## config.mk

```make
export PLATFORM = sky130hd
export DESIGN_NAME = reg_file_wb
export DESIGN_NICKNAME = d
export VERILOG_FILES = /design/src/rtl/reg_file_wb.sv
export SDC_FILE = /design/constraint.sdc
export NUM_CORES = 2
export LEC_CHECK = 0
export ABC_AREA = 1
export CAP_MARGIN = 20
export CORE_ASPECT_RATIO = 0.6
export CORE_UTILIZATION = 35
export CTS_CLUSTER_DIAMETER = 60
export DETAILED_ROUTE_END_ITERATION = 10
export PLACE_DENSITY_LB_ADDON = 0.08
export SLEW_MARGIN = 25
export SYNTH_ARGS = -nofsm -noshare
export SYNTH_HDL_FRONTEND = slang
export SYNTH_SLANG_ARGS = --single-unit
```

## constraint.sdc

```tcl
create_clock -name CLK -period 3.13 [get_ports CLK]
set_clock_uncertainty 0.1 [all_clocks]
set_input_delay 0.313 -clock CLK [delete_from_list [all_inputs] [get_ports CLK]]
set_output_delay 0.313 -clock CLK [all_outputs]
set_load 0.01 [all_outputs]
```

## src/rtl/reg_file_wb.sv

```systemverilog
// Writeback stage plus 32-entry register file: selects and extends the result,
// writes it back, and serves two decode-stage reads with write-first bypass.
module reg_file_wb #(
    parameter int ADDRESS_WIDTH = 5,
    parameter int DATA_WIDTH    = 32,
    parameter int FUNCT3_WIDTH  = 3
) (
    input  logic                     CLK,
    input  logic                     RST,
    input  logic                     RegWriteW,
    input  logic [1:0]               ResultSrcW,
    input  logic [DATA_WIDTH-1:0]    ALUResultW,
    input  logic [DATA_WIDTH-1:0]    ReadDataW,
    input  logic [ADDRESS_WIDTH-1:0] RdW,
    input  logic [DATA_WIDTH-1:0]    PCPlus4W,
    input  logic [FUNCT3_WIDTH-1:0]  funct3W,
    input  logic [ADDRESS_WIDTH-1:0] A1,
    input  logic [ADDRESS_WIDTH-1:0] A2,
    output logic [DATA_WIDTH-1:0]    RD1,
    output logic [DATA_WIDTH-1:0]    RD2,
    output logic [DATA_WIDTH-1:0]    ResultW,
    output logic [DATA_WIDTH-1:0]    a0,
    output logic [31:0]              WriteCount
);

    localparam int NREGS = 1 << ADDRESS_WIDTH;
    localparam logic [FUNCT3_WIDTH-1:0] F3_LB  = FUNCT3_WIDTH'(0);
    localparam logic [FUNCT3_WIDTH-1:0] F3_LH  = FUNCT3_WIDTH'(1);
    localparam logic [FUNCT3_WIDTH-1:0] F3_LBU = FUNCT3_WIDTH'(4);
    localparam logic [FUNCT3_WIDTH-1:0] F3_LHU = FUNCT3_WIDTH'(5);

    logic [DATA_WIDTH-1:0] r_regs [NREGS];
    logic [31:0]           r_write_count;
    logic [DATA_WIDTH-1:0] w_load_data;
    logic [DATA_WIDTH-1:0] w_result;
    logic                  w_wr_en;

    // Lane select and extension of the aligned memory word; halfwords ignore addr[0].
    function automatic logic [DATA_WIDTH-1:0] load_extract(
        input logic [DATA_WIDTH-1:0]   word,
        input logic [1:0]              addr,
        input logic [FUNCT3_WIDTH-1:0] f3
    );
        logic [7:0]  b;
        logic [15:0] h;
        case (addr)
            2'd0:    b = word[7:0];
            2'd1:    b = word[15:8];
            2'd2:    b = word[23:16];
            default: b = word[31:24];
        endcase
        h = addr[1] ? word[31:16] : word[15:0];
        case (f3)
            F3_LB:   load_extract = {{(DATA_WIDTH-8){b[7]}}, b};
            F3_LH:   load_extract = {{(DATA_WIDTH-16){h[15]}}, h};
            F3_LBU:  load_extract = {{(DATA_WIDTH-8){1'b0}}, b};
            F3_LHU:  load_extract = {{(DATA_WIDTH-16){1'b0}}, h};
            default: load_extract = word;
        endcase
    endfunction

    always_comb begin
        w_load_data = load_extract(ReadDataW, ALUResultW[1:0], funct3W);
        w_result    = ALUResultW;
        case (ResultSrcW)
            2'b01:   w_result = w_load_data;
            2'b10:   w_result = PCPlus4W;
            default: w_result = ALUResultW;
        endcase
    end

    // Reset suppresses both the write and the bypass in the same cycle.
    assign w_wr_en = RegWriteW && (RdW != '0) && !RST;

    always_ff @(posedge CLK) begin
        if (RST) begin
            for (int i = 0; i < NREGS; i++) begin
                r_regs[i] <= '0;
            end
            r_write_count <= '0;
        end else if (w_wr_en) begin
            r_regs[RdW]   <= w_result;
            r_write_count <= r_write_count + 32'd1;
        end
    end

    always_comb begin
        RD1 = r_regs[A1];
        RD2 = r_regs[A2];
        if (A1 == '0) begin
            RD1 = '0;
        end else if (w_wr_en && (A1 == RdW)) begin
            RD1 = w_result;
        end
        if (A2 == '0) begin
            RD2 = '0;
        end else if (w_wr_en && (A2 == RdW)) begin
            RD2 = w_result;
        end
    end

    assign ResultW    = w_result;
    assign a0         = r_regs[10];
    assign WriteCount = r_write_count;

endmodule

```

Word level (Yosys, flattened, before mapping)

Memories as Yosys holds them, arrays and structs flattened.
Index checks and enable logic that the tools add are counted.

Flip-flop bits (word level): 32
Bits in writable memories: 1,024
Input bits: 119
Output and inout port bits: 160
Memories kept: 1

Memories:

| name   | words | width | rd ports | clocked after Yosys merged registers in | write ports | RTL line | RTL |
|---|---|---|---|---|---|---|---|
| r_regs | 32    | 32    | 3        | 0                                       | 32          | 32       | `logic [DATA_WIDTH-1:0] r_regs [NREGS];` |

Add/sub/neg operators: 1
Eq/ne operators: 9
Mux-type cells: 16
Reduce and logical (&&, ||, !) cells: 11

Operators with widths:

| cell                                          | count |
|---|---|
| two-way mux 32 bit                            | 5 |
| one-hot mux 32 bit (4 select lines)           | 1 |
| one-hot mux 32 bit (2 select lines)           | 1 |
| adder 32 x 1 -> 32 bit, second input constant | 1 |
| OR reduction 32 bit                           | 1 |
| one-hot mux 8 bit (3 select lines)            | 1 |
| two-way mux 16 bit                            | 1 |
| == test 5 bit                                 | 2 |
| logical NOT 5 bit                             | 2 |
| == test 3 bit, second input constant          | 2 |
| two-way mux 1 bit                             | 6 |
| two-way mux 5 bit                             | 1 |
| nonzero test 5 bit                            | 1 |
| == test 2 x 1 -> 1 bit, second input constant | 2 |
| == test 2 bit, second input constant          | 2 |
| logical AND 1 bit                             | 4 |
| == test 3 x 1 -> 1 bit, second input constant | 1 |
| logical NOT 3 bit                             | 1 |
| logical NOT 2 bit                             | 1 |
| logical NOT 1 bit                             | 1 |

Logic depth before layout (Yosys ltp)

Word-level depth: 8
Mapped depth: 14
Gate-level depth less buffers: 12

Worst setup path after synthesis

No wires, ideal clock.

Path kind: input to register
Start point: input port RdW[4]
End point: memory r_regs[12][0] (enable)
Library setup time: 0.389 ns
Arrival: 2.415 ns
Required time: 2.641 ns
Slack: 0.225 ns
Stages on the path: 12
Buffers on the path: 2
Cell sequence: buf_2 > inv_2 > nand2_1 > nor2_1 > nand2_1 > nand2_2 > inv_2 > nand2_4 > nor4_4 > nand2_1 > clkbuf_1 > nand2_1

RTL lines:

| what               | RTL line | RTL |
|---|---|---|
| start: declaration | 14       | `input logic [ADDRESS_WIDTH-1:0] RdW,` |
| end: declaration   | 32       |  |

Final worst setup path

Start point: input port ResultSrcW[0]
End point: output port ResultW[2]

Cells in the longest elaborated chain, start to end: 2
Elaborated cells between the ends (all ways): 3
Classes of those cells: eq/ne (2); mux (1)

RTL lines:

| what                                                    | RTL line | RTL |
|---|---|---|
| start: declaration                                      | 11       | `input logic [1:0] ResultSrcW,` |
| == test 2 bit or == test 2 x 1 -> 1 bit (tied branches) | 65       | `case (ResultSrcW)` |
| one-hot mux 32 bit (2 select lines) *                   | 65       |  |
| end: declaration                                        | 21       | `output logic [DATA_WIDTH-1:0] ResultW,` |

Every way passes the cells marked *; elsewhere a longest branch is shown, timed or not.

==> out/results.ini <==
[floorplan]
start_util_pct = 35.4
rows = 117
die_x_um = 537
core_area_um2 = 170000
io_pins = 279
dieArea_um2 = 174000
die_h_um = 323

[layout]
layout.nets = 8329
fillers = 16765
post_route_cells_drive_above_1_share_pct = 12.2
final_util_pct = 44.0
fin_area_um2 = 74900
syn2layout_area_growth_pct = 24.3

[timing]
period_share_pct = 98.1
slew_viol_final = 0
slew_headroom_pct = 51.1
hold_ws_ns = 0.343
max_freq_mhz = 326
worst_slew_pin_slew_ns = 0.728
finalHoldViolCount = 0
setup_viol = 0
finalCriticalPeriod_ns = 3.07
tns_ns = 0

[synthesis]
yosys_most_used_dff = edfxtp_1
synth-seq-cells = 1056
syn-cell-area_um2 = 60200
yosysWarningCount = 0
yosysSeqAreaShare_pct = 52.1
async_flop_share_pct = 0
synth_edf_count = 1024
synth_cell_types = 38
synth_area_per_cell_um2 = 7.69
syn_inst = 7835

[global_route]
overflow = 0
antenna_found_initial = 17
grt_pass1_wl_um = 403000
grt_pass1_vias = 54741
grt_max_degree = 72
grtUsageTotal_pct = 32.0

[clocking]
clk_latency_ns = 0.72
clkTransAtPathRegs_ns = 0.06
cts_buffers = 110
clockRootBuffer = clkbuf_16
cts_tree = built
h-tree-depth = 3
cts_buffer_depth = 3
clock-sinks = 1056

[placed_design]
port-buffer-count = 278
globalplace.congestion = 1.05
dpl.hpwl_um = 189000
placed_area_um2 = 70700

[setup_path]
crit_type = in -> out
cp-start-kind = input port
slowest_delay_ns = 0.48
path_cells = clkdlybuf4s50_1 -> inv_1 -> ha_4 -> inv_1 -> buf_12 -> buf_12 -> or2_2 -> nand2_4 -> buf_12 -> inv_1 -> clkdlybuf4s50_1
worst-endpoint-arrival_ns = 2.66
path_max_fanout = 25
slowest_stage = clkdlybuf4s50_1
end_kind = output port
critPathRequiredTime_ns = 2.72

[route]
dr.pass1.iters = 7
ant_nets = 0
drtIter0Drc = 8152
drt_wl_total_um = 285000
route.detailed.drc = 0
wl_met2_um = 117000
post_drt_wl_per_cell_um = 27.0
highest-signal-layer = met5
viasPerCell = 5.65
wl_met3_um = 31300
vias = 59674
drt-met1-wl_um = 127000

[pwr]
power.density_nw_per_um2 = 513
p_leak_nw = 31.4
vdd_ir_drop_max_mv = 0.426

[status]
outcome = completed

[job]
maxCapViolCount = 0

[min_path]
hold_path.class = in -> reg

==> synth_stat cells, types with 9 or more instances <==
cell | n | share of area, %
o211ai_1 | 60 | 0.75
and3_1 | 41 | 0.43
dfxtp_1 | 32 | 1.1
nor3_1 | 13 | 0.11
a21oi_1 | 155 | 1.3
nand4_1 | 10 | 0.10
nand3_1 | 1714 | 14
xor2_1 | 13 | 0.19
o21ai_0 | 114 | 0.95
xnor2_1 | 9 | 0.13
or2_2 | 59 | 0.61
nand2_1 | 2399 | 15
buf_1 | 66 | 0.41
clkbuf_1 | 542 | 3.4
inv_1 | 276 | 1.7
nor2_1 | 1200 | 7.5
buf_2 | 68 | 0.57
edfxtp_1 | 1024 | 51
==> stage by stage <==
stage | setup slack (ns) | cells | total power, mW
after floorplan | 0.225 | 7866 | 20.2
after global placement | -0.296 | 10347 | 24.2
after detailed placement | -0.260 | 10347 | 24.2
after CTS | -0.00184 | 10555 | 38.4
after global routing | -0.00592 | 10560 | 39.6
final | 0.0604 | 10563 | 38.4
==> power by group <==
part / switching [mW] / internal [mW] / total [mW]
registers: 0.403 / 16.2 / 16.7
logic: 4.90 / 2.54 / 7.44
clock network: 6.16 / 8.13 / 14.3
total: 11.5 / 26.9 / 38.4
==> registers in the layout, indices dropped and copies added, names as in the netlist <==
signal,cells
r_regs,1024
WriteCount,32
==> metal layers <==
layer / vias to the layer above / global-route usage, %
met5: - / 0
met3: 507 / 6.82
met4: 14 / 10.4
li1: 26729 / -
met1: 28709 / 47.7
met2: 3715 / 45.5
==> kinds of logic after synthesis <==
group                    count (synthesis)  synth area share (%)
AND/OR/NAND/NOR                       5455                  38.3
flip-flops                            1056                  52.1
buffers and inverters                  963                  6.16
AO/OA/AOI/OAI                          334                  3.03
XOR/XNOR                                22                 0.320
adder cells (fa/ha/maj)                  3                0.0623
other                                    1               0.00623
multiplexers                             1                0.0166
==> path summary, 6_finish.rpt <==
check,start,end,slack [ns],depth (start not counted)
worst max register to register,WriteCount[7],WriteCount[16],0.83,8
worst max-delay path,ResultSrcW[0],ResultW[2],0.06,11
worst min register to register,WriteCount[31],WriteCount[31],0.41,2
worst min-delay path,RST,WriteCount[5],0.34,3
==> final cells by class <==
class                           count  area (µm²)  area share, %
Sequential cell                  1056       31400           41.9
Multi-Input combinational cell   5847       25700           34.3
Timing Repair Buffer              907       10000           13.4
Clock buffer                      146        3060           4.09
Tap cell                         2261        2830           3.78
Inverter                          285        1110           1.49
Clock inverter                     58         714          0.954
Antenna cell                        3        7.51         0.0100
==> critical path, delay by kind of cell <==
family / cells / cell delay (ns)
buffers and inverters: 8 / 1.56
and+or+nand+nor: 2 / 0.46
adders and majority gates: 1 / 0.29
==> repair_timing <==
action | 4_1_cts | 5_1_grt
pin swaps | 4 | 6
hold endpoints to repair | 6 | 0
resized for setup | 108 | 54
buffers inserted | 3 | 4
gates cloned | 0 | 1
hold buffers | 1 | 0
endpoints found under the setup margin | 91 | 40
==> placed cells by master (no fill, tap or decap), drive strengths merged, types with 16 or more instances in the layout <==
master	Yosys	routed
dfxtp	32	32
nand3	1714	1714
dlygate4sd2	0	51
conb	1	32
buf	136	638
nor3	16	16
nor2	1201	1201
a21oi	155	155
and3	41	41
o21ai	117	117
or2	59	59
clkinv	2	37
edfxtp	1024	1024
clkbuf	542	148
dlymetal6s2s	0	32
o211ai	60	60
nand2	2403	2403
clkdlybuf4s50	0	183
inv	283	287
Power figures use the tool's default switching activity.
